## src/rtl/sram_axi_bridge_pkg.sv

```systemverilog
// Shared definitions for the SRAM-like to AXI bridge: FSM encodings,
// AXI ID constants and the fixed burst attributes.
package sram_axi_bridge_pkg;

    typedef enum logic [1:0] {
        R_IDLE = 2'd0,
        R_AR   = 2'd1,
        R_DATA = 2'd2
    } rd_state_t;

    typedef enum logic [1:0] {
        W_IDLE = 2'd0,
        W_REQ  = 2'd1,
        W_RESP = 2'd2
    } wr_state_t;

    localparam logic [3:0] INST_ID    = 4'd0;
    localparam logic [3:0] DATA_ID    = 4'd1;
    localparam logic [7:0] AXI_LEN    = 8'd0;
    localparam logic [1:0] AXI_BURST  = 2'b01;

    // SRAM size codes (byte/half/word) map straight onto AXI size.
    function automatic logic [2:0] axi_size(input logic [1:0] size);
        return {1'b0, size};
    endfunction

endpackage

```

## src/rtl/sram_axi_bridge.sv

```systemverilog
// Bridges the core's inst/data SRAM-like ports onto a single AXI master,
// one read and one write in flight at a time, data port preferred on reads.
module sram_axi_bridge
    import sram_axi_bridge_pkg::*;
(
    input  logic        clk,
    input  logic        resetn,

    input  logic        inst_sram_req,
    input  logic        inst_sram_wr,
    input  logic [1:0]  inst_sram_size,
    input  logic [3:0]  inst_sram_wstrb,
    input  logic [31:0] inst_sram_addr,
    input  logic [31:0] inst_sram_wdata,
    output logic        inst_sram_addr_ok,
    output logic        inst_sram_data_ok,
    output logic [31:0] inst_sram_rdata,

    input  logic        data_sram_req,
    input  logic        data_sram_wr,
    input  logic [1:0]  data_sram_size,
    input  logic [3:0]  data_sram_wstrb,
    input  logic [31:0] data_sram_addr,
    input  logic [31:0] data_sram_wdata,
    output logic        data_sram_addr_ok,
    output logic        data_sram_data_ok,
    output logic [31:0] data_sram_rdata,

    output logic [3:0]  arid,
    output logic [31:0] araddr,
    output logic [7:0]  arlen,
    output logic [2:0]  arsize,
    output logic [1:0]  arburst,
    output logic [1:0]  arlock,
    output logic [3:0]  arcache,
    output logic [2:0]  arprot,
    output logic        arvalid,
    input  logic        arready,

    input  logic [3:0]  rid,
    input  logic [31:0] rdata,
    input  logic [1:0]  rresp,
    input  logic        rlast,
    input  logic        rvalid,
    output logic        rready,

    output logic [3:0]  awid,
    output logic [31:0] awaddr,
    output logic [7:0]  awlen,
    output logic [2:0]  awsize,
    output logic [1:0]  awburst,
    output logic [1:0]  awlock,
    output logic [3:0]  awcache,
    output logic [2:0]  awprot,
    output logic        awvalid,
    input  logic        awready,

    output logic [3:0]  wid,
    output logic [31:0] wdata,
    output logic [3:0]  wstrb,
    output logic        wlast,
    output logic        wvalid,
    input  logic        wready,

    input  logic [3:0]  bid,
    input  logic [1:0]  bresp,
    input  logic        bvalid,
    output logic        bready
);

    rd_state_t   rd_state;
    wr_state_t   wr_state;
    logic [31:0] rd_addr;
    logic [1:0]  rd_size;
    logic [3:0]  rd_id;
    logic [31:0] wr_addr;
    logic [31:0] wr_data;
    logic [1:0]  wr_size;
    logic [3:0]  wr_strb;
    logic        inst_busy;
    logic        data_busy;
    logic        data_rd_req;
    logic        data_rd_accept;
    logic        data_wr_accept;
    logic        raw_block;
    logic        r_hs;
    logic        b_hs;
    logic        unused_inputs;

    assign unused_inputs = ^{rid[3:1], rresp, rlast, bid, bresp, inst_sram_wstrb, inst_sram_wdata};

    // An instruction fetch must not overtake a pending store to the same word.
    assign raw_block   = (wr_state != W_IDLE) && (wr_addr[31:2] == inst_sram_addr[31:2]);
    assign data_rd_req = data_sram_req & ~data_sram_wr;

    assign data_sram_addr_ok = resetn & data_sram_req & ~data_busy
                             & (data_sram_wr ? (wr_state == W_IDLE) : (rd_state == R_IDLE));
    assign inst_sram_addr_ok = resetn & inst_sram_req & ~inst_sram_wr & ~inst_busy
                             & (rd_state == R_IDLE) & ~data_rd_req & ~raw_block;
    assign data_rd_accept    = data_sram_addr_ok & ~data_sram_wr;
    assign data_wr_accept    = data_sram_addr_ok & data_sram_wr;

    assign r_hs = rready & rvalid;
    assign b_hs = bready & bvalid;
    assign inst_sram_data_ok = r_hs & (rid[0] == INST_ID[0]);
    assign data_sram_data_ok = (r_hs & (rid[0] == DATA_ID[0])) | b_hs;
    assign inst_sram_rdata   = rdata;
    assign data_sram_rdata   = rdata;

    assign arid    = rd_id;
    assign araddr  = rd_addr;
    assign arlen   = AXI_LEN;
    assign arsize  = axi_size(rd_size);
    assign arburst = AXI_BURST;
    assign arlock  = 2'b00;
    assign arcache = 4'b0000;
    assign arprot  = 3'b000;

    assign awid    = DATA_ID;
    assign awaddr  = wr_addr;
    assign awlen   = AXI_LEN;
    assign awsize  = axi_size(wr_size);
    assign awburst = AXI_BURST;
    assign awlock  = 2'b00;
    assign awcache = 4'b0000;
    assign awprot  = 3'b000;
    assign wid     = DATA_ID;
    assign wdata   = wr_data;
    assign wstrb   = wr_strb;
    assign wlast   = 1'b1;

    always_ff @(posedge clk or negedge resetn) begin
        if (!resetn) begin
            inst_busy <= 1'b0;
            data_busy <= 1'b0;
        end else begin
            if (inst_sram_addr_ok)
                inst_busy <= 1'b1;
            else if (inst_sram_data_ok)
                inst_busy <= 1'b0;
            if (data_sram_addr_ok)
                data_busy <= 1'b1;
            else if (data_sram_data_ok)
                data_busy <= 1'b0;
        end
    end

    always_ff @(posedge clk or negedge resetn) begin
        if (!resetn) begin
            rd_state <= R_IDLE;
            arvalid  <= 1'b0;
            rready   <= 1'b0;
            rd_addr  <= '0;
            rd_size  <= '0;
            rd_id    <= '0;
        end else begin
            case (rd_state)
                R_IDLE: begin
                    if (data_rd_accept) begin
                        rd_addr  <= data_sram_addr;
                        rd_size  <= data_sram_size;
                        rd_id    <= DATA_ID;
                        arvalid  <= 1'b1;
                        rd_state <= R_AR;
                    end else if (inst_sram_addr_ok) begin
                        rd_addr  <= inst_sram_addr;
                        rd_size  <= inst_sram_size;
                        rd_id    <= INST_ID;
                        arvalid  <= 1'b1;
                        rd_state <= R_AR;
                    end
                end
                R_AR: begin
                    if (arready) begin
                        arvalid  <= 1'b0;
                        rready   <= 1'b1;
                        rd_state <= R_DATA;
                    end
                end
                R_DATA: begin
                    if (rvalid) begin
                        rready   <= 1'b0;
                        rd_state <= R_IDLE;
                    end
                end
                default: rd_state <= R_IDLE;
            endcase
        end
    end

    // AW and W leave together but may be accepted in either order.
    always_ff @(posedge clk or negedge resetn) begin
        if (!resetn) begin
            wr_state <= W_IDLE;
            awvalid  <= 1'b0;
            wvalid   <= 1'b0;
            bready   <= 1'b0;
            wr_addr  <= '0;
            wr_data  <= '0;
            wr_size  <= '0;
            wr_strb  <= '0;
        end else begin
            case (wr_state)
                W_IDLE: begin
                    if (data_wr_accept) begin
                        wr_addr  <= data_sram_addr;
                        wr_data  <= data_sram_wdata;
                        wr_size  <= data_sram_size;
                        wr_strb  <= data_sram_wstrb;
                        awvalid  <= 1'b1;
                        wvalid   <= 1'b1;
                        wr_state <= W_REQ;
                    end
                end
                W_REQ: begin
                    if (awready)
                        awvalid <= 1'b0;
                    if (wready)
                        wvalid <= 1'b0;
                    if ((~awvalid | awready) & (~wvalid | wready)) begin
                        bready   <= 1'b1;
                        wr_state <= W_RESP;
                    end
                end
                W_RESP: begin
                    if (bvalid) begin
                        bready   <= 1'b0;
                        wr_state <= W_IDLE;
                    end
                end
                default: wr_state <= W_IDLE;
            endcase
        end
    end

endmodule
```

## config.mk

```make
export PLATFORM = sky130hd
export DESIGN_NAME = sram_axi_bridge
export DESIGN_NICKNAME = d
export VERILOG_FILES = /design/src/rtl/sram_axi_bridge_pkg.sv /design/src/rtl/sram_axi_bridge.sv
export SDC_FILE = /design/constraint.sdc
export NUM_CORES = 1
export LEC_CHECK = 0
export ABC_AREA = 1
export ABC_CLOCK_PERIOD_IN_PS = 1700
export BUFFER_PORTS_ARGS = -buffer_cell sky130_fd_sc_hd__buf_2
export CAP_MARGIN = 10
export CORE_AREA = 3 3 166 168
export CTS_BUF_LIST = sky130_fd_sc_hd__clkbuf_8
export CTS_CLUSTER_SIZE = 8
export DETAILED_ROUTE_END_ITERATION = 12
export DIE_AREA = 0 0 169 171
export PLACE_DENSITY = 0.61
export SLEW_MARGIN = 0
export SYNTH_ARGS = -nofsm -noshare
export SYNTH_HDL_FRONTEND = slang
export SYNTH_SLANG_ARGS = --single-unit
```

## constraint.sdc

```tcl
create_clock -name clk -period 1.7 [get_ports clk]
set_clock_uncertainty 0.15 [all_clocks]
set_input_delay 0.17 -clock clk [delete_from_list [all_inputs] [get_ports clk]]
set_output_delay 0.17 -clock clk [all_outputs]
set_load 0.02 [all_outputs]
```

==> flow_summary.json <==
{
  "rsz0062_at_grt": "yes",
  "dr_total_vias": 6123,
  "first_global_vias": 6139,
  "synth_cells": 770,
  "cts_sinks": 116,
  "synth_edf_count": 0,
  "seq_area_sq_um": 2910,
  "gr-usage-met3_pct": 4.48,
  "track_usage_pct": 16.1,
  "cts.path.max_buffers": 2,
  "crit_family": "simple AND/OR/NAND/NOR gates",
  "wl_mm": 25.2,
  "fill_cells": 2593,
  "setup_tns_ns": -32.70,
  "synth.avg_cell_area_sq_um": 8.36,
  "top_usage_layer": "met2",
  "place.gp.congestion": 0.785,
  "yosys.area_share.simple_pct": 18.3,
  "dpl_cell_area_sq_um": 7770,
  "hold_depth": 5,
  "boundaryPins": 426,
  "layout_min_cycle_time_ns": 2.24,
  "grt_max_degree": 77,
  "syn_to_final_growth_pct": 65.6,
  "max_cap_violations": 0,
  "cts_inserted_buffers": 17,
  "io_buffers": 229,
  "yosysSeqAreaShare_pct": 45.1,
  "detail_route.wl_per_cell_microns": 16.9,
  "finalHoldWorstSlack_ns": 0.0429,
  "ir_drop_uv": 864,
  "required_ns": 1.38,
  "critPathCaptureType": "primary output",
  "antenna_cells": 0,
  "min_from": "inst_sram_addr[6]",
  "critPathKind": "register to primary output",
  "detail-route-antenna-nets": 0,
  "slew_viol_final": 0,
  "viasPerCell": 4.10,
  "cp_max_fo": 2,
  "drtPass1Iterations": 5,
  "setup_viol": 113,
  "slowest_delay_ns": 0.41,
  "tritoncts": "yes",
  "hold_end": "araddr[6]",
  "synthAdderAreaFrac_pct": 0,
  "power_mw": 16.0,
  "cp_cell_sequence": "xnor2_2 -> nand2_2 -> nor2_2 -> nand2_1 -> nor2_2 -> nand2_2 -> nand2_4 -> buf_12 -> inv_4 -> buf_6",
  "synth_area_sq_um": 6430,
  "synth_seq_cells": 116,
  "coreArea_sq_um": 26100,
  "r2r_setup_slack_ns": -0.48,
  "initial_core_util_pct": 24.7,
  "hpwl_mm": 15.7,
  "multi_input_area_sq_um": 2710,
  "period_share_pct": 132,
  "final_cell_area_sq_um": 10700,
  "ys.flop_type": "dfrtp_1",
  "grt_pass1_wl_mm": 35.3,
  "layout-drive-gt1-share_pct": 45.6,
  "outcome": "finished, violations left",
  "post_synth_xor_area_fraction_pct": 1.50,
  "synth_mux_area_share_pct": 6.30,
  "synth_top_area_share_pct": 45.1,
  "startpoint_type": "register",
  "fp.dieArea_sq_um": 28900,
  "synth_top_family_by_area": "buffers and inverters",
  "ys_types": 27,
  "grtUsageMet1_pct": 19.9,
  "htree_levels": 4,
  "clk_latency_ns": 0.43,
  "relSlewSlack_pct": 64.4,
  "synthArstFlopShare_pct": 100,
  "critPathBufInv": 3,
  "drtIter0Drc": 295,
  "dieWidth_microns": 169,
  "synthTopCellsByArea": "dfrtp_1 (45%), buf_4 (14%), nand2_1 (13%)",
  "dieHeight_microns": 171,
  "overflow": 0,
  "yosysWarnings": 0,
  "cts.clk_slew.worst_paths_ns": 0.08,
  "antenna_found_initial": 1,
  "hp-class": "primary input to register",
  "crit-reg2reg-launch": "awaddr[24]",
  "reg2reg_to": "araddr[5]",
  "row_count": 59,
  "synth_commonest_cells": "nand2_1 (222), buf_4 (120), dfrtp_1 (116)",
  "clock.fmax_mhz": 446,
  "synth-compound-area-share_pct": 6.50,
  "violations": "negative setup slack",
  "cts-root-buf": "clkbuf_8",
  "finalHoldViolCount": 0,
  "met2_usage_pct": 27.3,
  "tightest_slew_ns": 0.534,
  "slowest_stage": "dfrtp_1",
  "r2r_cells": 14,
  "drc": 0,
  "cp_data_arrival_time_ns": 1.92,
  "synth_most_common_cell": "nand2_1",
  "power.leakage_nw": 5.75,
  "power_density_nw_per_um2": 1500,
  "nets": 1342,
  "yosysTopAreaCell": "dfrtp_1",
  "fin_ws_ns": -0.541
}
## cell type report
class	count	area share (%)
Clock inverter	12	1.43
Multi-Input combinational cell	464	25.4
Clock buffer	20	2.58
Tap cell	335	3.94
Sequential cell	116	27.4
Timing Repair Buffer	451	35.8
Inverter	96	3.43
## kinds of logic after synthesis
logic type	after synthesis
simple gates	284
buf+inv	241
compound gates	80
other cells	2
flops	116
mux	36
xor+xnor	11
## layer usage
| layer | up-vias | part of all wire [%] |
|---|---|---|
| li1 | 2982 | - |
| met5 | - | 0.052 |
| met4 | 2 | 1.8 |
| met3 | 36 | 6.3 |
| met1 | 2892 | 43 |
| met2 | 211 | 49 |
## worst reg2reg max path: cells and delay by family, from the launching register on
kind	cells	cell delay, ns
simple gates	9	0.76
xor+xnor	1	0.24
flops	1	0.41
buf+inv	4	0.53
## registers in the layout (all words and copies together), names as in the netlist
signal and flops:
rd_size 2, wvalid 1, inst_busy 1, rd_state 2, wr_size 2, awvalid 1
arvalid 1, data_busy 1, wr_state 2, wdata 32, araddr 32, awaddr 32
bready 1, rready 1, wstrb 4, arid 1
## repair_timing
action | 4_1_cts | 5_1_grt
gates resized for setup | 95 | 103
hold buffers | 107 | 0
cloned | 13 | 9
hold endpoints to repair | 229 | 0
pin swaps | 17 | 20
endpoints found under the setup margin | 66 | 113
setup buffers | 19 | 19
## layout by cell type, fill, tap and decap left out, types with 24 or more instances in the layout
master         instances
buf_2                226
nand2_1              179
dfrtp_1              107
dlygate4sd3_1        107
inv_1                 89
buf_4                 56
conb_1                52
mux2_2                34
nand2_2               32
o21ai_0               31
buf_12                24
## report_power, final
part           leakage, nW  switching [mW]  internal (mW)
combinational         4.12            4.57           3.64
sequential            1.41           0.862           4.08
clock                0.213            1.25           1.57
total                 5.75            6.69           9.29
## worst max path at each step
stage                        end   startpoint  cells after the start  slack [ns]
4_1_cts        inst_sram_addr_ok  rd_state[0]                      8       -0.69
2_1_floorplan  inst_sram_addr_ok   awaddr[28]                     11      -0.001
3_5_place_dp   inst_sram_addr_ok  rd_state[1]                      8       -0.48
3_3_place_gp           araddr[3]   awaddr[24]                     10       -0.39
6_report       inst_sram_addr_ok   awaddr[24]                     10       -0.54
5_1_grt        inst_sram_addr_ok   awaddr[19]                     12       -0.66
## per-stage QoR
step / setup WS, ns / utilization [%] / instances
finish: -0.541 / 40.9 / 1494
global route: -0.661 / 40.9 / 1494
CTS: -0.693 / 38.7 / 1474
detailed placement: -0.482 / 29.8 / 1304
global placement: -0.389 / 29.8 / 1304
floorplan: -0.00119 / - / 820
No activity file was read; power rests on OpenSTA's default activity.
